$ cat src/rtl/aes_out_serializer.sv
// Buffers 128-bit AES result pulses in a small block FIFO and streams each block out MSW-first as WORD_W-bit words.
// Optional feature macro: AES_OUT_DROP_CNT_EN adds an 8-bit saturating drop counter (drop_cnt) that also drives ser_ovf.
module aes_out_serializer #(
    parameter int WORD_W = 32,
    parameter int DEPTH  = 2
) (
    input  logic              AES_clk,
    input  logic              AES_rst,
    input  logic              AES_data_out_valid,
    input  logic [127:0]      AES_data_out,
    output logic [WORD_W-1:0] ser_data,
    output logic              ser_valid,
    input  logic              ser_ready,
    output logic              ser_last,
    output logic              ser_ovf,
`ifdef AES_OUT_DROP_CNT_EN
    output logic [7:0]        drop_cnt,
`endif
    output logic [3:0]        fifo_level
);

    localparam int NWORDS = 128 / WORD_W;
    localparam int PW     = (DEPTH > 1) ? $clog2(DEPTH) : 1;
    localparam int IW     = (NWORDS > 1) ? $clog2(NWORDS) : 1;
    localparam logic [PW-1:0] LAST_PTR = PW'(DEPTH - 1);
    localparam logic [IW-1:0] LAST_IDX = IW'(NWORDS - 1);

    logic [127:0]  mem_q [DEPTH];
    logic [PW-1:0] wrPtr_q, wrPtr_d;
    logic [PW-1:0] rdPtr_q, rdPtr_d;
    logic [IW-1:0] idx_q, idx_d;
    logic [3:0]    level_q, level_d;
    logic [127:0]  headBlock;
    logic [127:0]  headShifted;
    logic          full;
    logic          xfer;
    logic          pop;
    logic          wrEn;
    logic          drop;

    function automatic logic [PW-1:0] nextPtr(input logic [PW-1:0] p);
        return (p == LAST_PTR) ? '0 : p + 1'b1;
    endfunction

    // A pop on the same edge frees a slot, so a full FIFO still accepts the incoming block.
    always_comb begin
        ser_valid = (level_q != 4'd0);
        full      = (level_q == 4'(DEPTH));
        xfer      = ser_valid & ser_ready;
        pop       = xfer & (idx_q == LAST_IDX);
        wrEn      = AES_data_out_valid & (~full | pop);
        drop      = AES_data_out_valid & full & ~pop;

        wrPtr_d = wrEn ? nextPtr(wrPtr_q) : wrPtr_q;
        rdPtr_d = pop ? nextPtr(rdPtr_q) : rdPtr_q;

        idx_d = idx_q;
        if (xfer) begin
            idx_d = pop ? '0 : idx_q + 1'b1;
        end

        level_d = level_q;
        case ({wrEn, pop})
            2'b10:   level_d = level_q + 4'd1;
            2'b01:   level_d = level_q - 4'd1;
            default: level_d = level_q;
        endcase
    end

    always_comb begin
        headBlock   = mem_q[rdPtr_q];
        headShifted = headBlock << (32'(idx_q) * WORD_W);
        ser_data    = ser_valid ? headShifted[127 -: WORD_W] : '0;
        ser_last    = ser_valid & (idx_q == LAST_IDX);
        fifo_level  = level_q;
    end

    always_ff @(posedge AES_clk) begin
        if (!AES_rst && wrEn) begin
            mem_q[wrPtr_q] <= AES_data_out;
        end
    end

    always_ff @(posedge AES_clk) begin
        if (AES_rst) begin
            wrPtr_q <= '0;
            rdPtr_q <= '0;
            idx_q   <= '0;
            level_q <= '0;
        end else begin
            wrPtr_q <= wrPtr_d;
            rdPtr_q <= rdPtr_d;
            idx_q   <= idx_d;
            level_q <= level_d;
        end
    end

`ifdef AES_OUT_DROP_CNT_EN
    logic [7:0] dropCnt_q, dropCnt_d;

    always_comb begin
        dropCnt_d = dropCnt_q;
        if (drop && dropCnt_q != 8'hFF) begin
            dropCnt_d = dropCnt_q + 8'd1;
        end
        drop_cnt = dropCnt_q;
        ser_ovf  = (dropCnt_q != 8'd0);
    end

    always_ff @(posedge AES_clk) begin
        if (AES_rst) begin
            dropCnt_q <= '0;
        end else begin
            dropCnt_q <= dropCnt_d;
        end
    end
`else
    logic ovf_q, ovf_d;

    always_comb begin
        ovf_d   = ovf_q | drop;
        ser_ovf = ovf_q;
    end

    always_ff @(posedge AES_clk) begin
        if (AES_rst) begin
            ovf_q <= 1'b0;
        end else begin
            ovf_q <= ovf_d;
        end
    end
`endif

endmodule

$ cat config.mk
export PLATFORM = sky130hd
export DESIGN_NAME = aes_out_serializer
export DESIGN_NICKNAME = d
export VERILOG_FILES = /design/src/rtl/aes_out_serializer.sv
export SDC_FILE = /design/constraint.sdc
export NUM_CORES = 1
export LEC_CHECK = 0
export BUFFER_PORTS_ARGS = -buffer_cell sky130_fd_sc_hd__buf_2
export CORE_MARGIN = 1
export CORE_UTILIZATION = 47
export DETAILED_ROUTE_END_ITERATION = 6
export PLACE_DENSITY = 0.81
export RECOVER_POWER = 25
export SYNTH_ARGS = -nofsm -noshare
export SYNTH_HDL_FRONTEND = slang
export SYNTH_SLANG_ARGS = --single-unit
export TNS_END_PERCENT = 100
$ cat constraint.sdc
create_clock -name AES_clk -period 13 [get_ports AES_clk]
set_input_delay 1.95 -clock AES_clk [delete_from_list [all_inputs] [get_ports AES_clk]]
set_output_delay 1.95 -clock AES_clk [all_outputs]
set_load 0.03 [all_outputs]
==> reports/metrics.yaml <==
clock_tree:
  clk_latency_ns: 0.54
  tritoncts: "done"
  post-cts-setup-buffers: 0
  cts.clk_slew.worst_paths_ns: 0.06
  cts_buffer_depth: 3
  cts_resized: 0
  holdBufCountCts: 0
  h-tree-depth: 1
  cts_sinks: 266
  cts_buffers: 27
  clock-root-buffer: "clkbuf_16"
drt:
  drc: 0
  ant_nets: 0
  routed_wl_mm: 19.5
  first_pass_iters: 4
  viasPerCell: 5.43
  route.vias.total: 5173
  wire_per_inst_um: 20.5
  drtIter0Drc: 337
setup_path:
  setup.worst_path.end_class: "output port"
  path_class: "reg -> out"
  critPathArrivalTime_ns: 3.04
  crit_fanout: 40
  worstPathRequired_ns: 11.05
  crit_path_start_kind: "flip-flop"
outcome:
  status: "finished, final reports clean"
global_routing:
  grt_start_max_net_pins: 73
  use_met2_pct: 30.9
  grtUsageMet1_pct: 21.9
  antenna_found_initial: 4
  grt_usage_pct: 17.5
  busiest_layer: "met2"
  overflow: 0
  grt_pass1_vias: 5476
  grt_pass1_wl_mm: 29.5
  met3_usage_pct: 2.97
run:
  max-cap-violations: 0
power_and_ir_drop:
  seq_power_share_pct: 48.9
  power_frac_comb_pct: 10.1
  fin_total_pwr_mw: 2.08
  power.clock.fraction_pct: 41.0
  irDropWorstVdd_mv: 0.166
  intPower_mw: 1.61
  netSwitchingPower_uw: 476
  p_leak_nw: 4.19
  swShare_pct: 22.9
  power_density_nw_per_um2: 168
die:
  fp-row-count: 53
  chipWidth_um: 150
  die_h_um: 150
  fp.dieArea_um2: 22600
  io_pins: 171
  start_util_pct: 48.5
  core_area_um2: 21300
worst_hold_path:
  hold_class: "reg -> reg"
sta:
  fin_skew_ns: 0.0125
  slew_headroom_pct: 34.3
  tightest_slew_ns: 0.986
  drv_slew: 0
  fmax_mhz: 200
  hold_violations: 0
  fin_crit_sh_pct: 38.4
  setup_tns_ns: 0
  finalSetupViolations: 0
  rsz0062_at_grt: "no"
  fin_crit_ns: 4.99
logic_synthesis:
  ys_seq_area_share_pct: 76.3
  synth_edf_count: 256
  postSynthAreaPerCell_um2: 21.9
  synth-seq-cells: 266
  synthArstFlopShare_pct: 0
  synthesis.area_um2: 10300
  yosys_warnings: 0
  synth_cell_types: 37
  synth_ff_type: "edfxtp_1"
  synth_nets: 605
  synthCells: 471
placed_design:
  dp_hpwl_mm: 11.8
  place_congestion: 0.719
  port_buffers: 170
finish:
  nFillCells: 1576
  drive_gt1_share_pct: 41.3
  nets: 786
  area_growth_pct: 20.1
-- Yosys cell counts (all sizes together), types with 3 or more instances --
cell type    n  area (µm²)
a21oi        6        30.0
buf         20         153
clkbuf       3        11.3
dfxtp       10         200
edfxtp     256        7690
mux2i       35         350
mux4        64        1440
nand2        5        21.3
nor2        37         155
nor3         7        45.0
or3          4        30.0
-- placed cells by master (no fill, tap or decap), types with 2 or more instances in the layout --
master / instances
a21oi_1: 6
buf_2: 148
buf_4: 6
bufinv_16: 7
clkbuf_1: 24
clkbuf_16: 27
clkbuf_8: 2
clkinv_1: 2
clkinv_2: 5
clkinvlp_4: 3
dfxtp_1: 7
dfxtp_4: 2
diode_2: 5
edfxtp_1: 256
ha_1: 2
mux2i_1: 35
mux4_2: 64
nand2_1: 4
nor2_1: 36
nor3_1: 4
nor3_2: 3
nor4_1: 2
o31a_1: 2
or3_1: 3
xnor2_1: 2
-- critical path, cell delays in order, from the launching register on --
cell and delay [ns]:
dfxtp_4 0.67, buf_4 0.74, mux4_2 0.61, mux2i_1 0.17, nor2_1 0.07, buf_2 0.21
-- flip-flops by register name, indices dropped and copies added (netlist names), named ones only --
name,count
mem_q,256
fifo_level,4
ser_ovf,1
rdPtr_q,1
idx_q,2
wrPtr_q,1
-- area by class of cell --
cell class,instances,area (µm²),share of cell area (%)
Tap cell,275,344,2.77
Sequential cell,266,7900,63.6
Multi-Input combinational cell,179,2270,18.3
Inverter,2,10.0,0.0807
Clock buffer,31,711,5.73
Clock inverter,19,294,2.37
Timing Repair Buffer,176,868,7.00
Antenna cell,5,12.5,0.101
-- cell families after synthesis --
| kind of cell | share of synthesized area (%) |
|---|---|
| and+or+nand+nor | 2.89 |
| buffers and inverters | 1.77 |
| muxes | 17.3 |
| DFF | 76.3 |
| xor gates and xnor gates | 0.254 |
| AOI/OAI and AO/OA | 1.17 |
| adders and majority gates | 0.242 |
-- routing by layer --
metal	share of wire, %	routed length (µm)
met1	39	7580
met2	54	10600
met3	5.1	993
met4	1.7	327
met5	0	0
-- stage by stage --
| step | cells | cell area, µm² | utilization [%] | setup WS (ns) | hold slack [ns] |
|---|---|---|---|---|---|
| after floorplan | 471 | 10300 | - | 0.733 | 0.482 |
| after global placement | 898 | 11400 | 53.6 | 8.50 | 0.457 |
| after detailed placement | 898 | 11400 | 53.6 | 8.47 | 0.496 |
| after CTS | 948 | 12400 | 58.4 | 7.86 | 0.512 |
| after global routing | 950 | 12400 | 58.3 | 7.72 | 0.564 |
| final | 953 | 12400 | 58.3 | 8.01 | 0.518 |
-- power by group through the flow --
stage               sequential [mW]  combinational [mW]  clock (mW)
floorplan                      1.04               0.148           0
global placement               1.03               0.205           0
detailed placement             1.04               0.212           0
CTS                            1.02               0.214       0.867
global route                   1.02               0.226       0.898
finish                         1.02               0.210       0.853
-- worst paths after layout --
path / start / to / slack (ns) / cells after the start
setup / recovery: flip-flop / ser_data[21] / 8.01 / 5
hold / removal: rdPtr_q$_SDFFE_PP0N_ / flip-flop / 0.52 / 2
setup reg to reg: idx_q[0]$_SDFFE_PP0P_ / mem_q[1][112]$_DFFE_PP_ / 9.93 / 5
hold reg to reg: rdPtr_q$_SDFFE_PP0N_ / flip-flop / 0.52 / 2
Power figures use the tool's default switching activity.
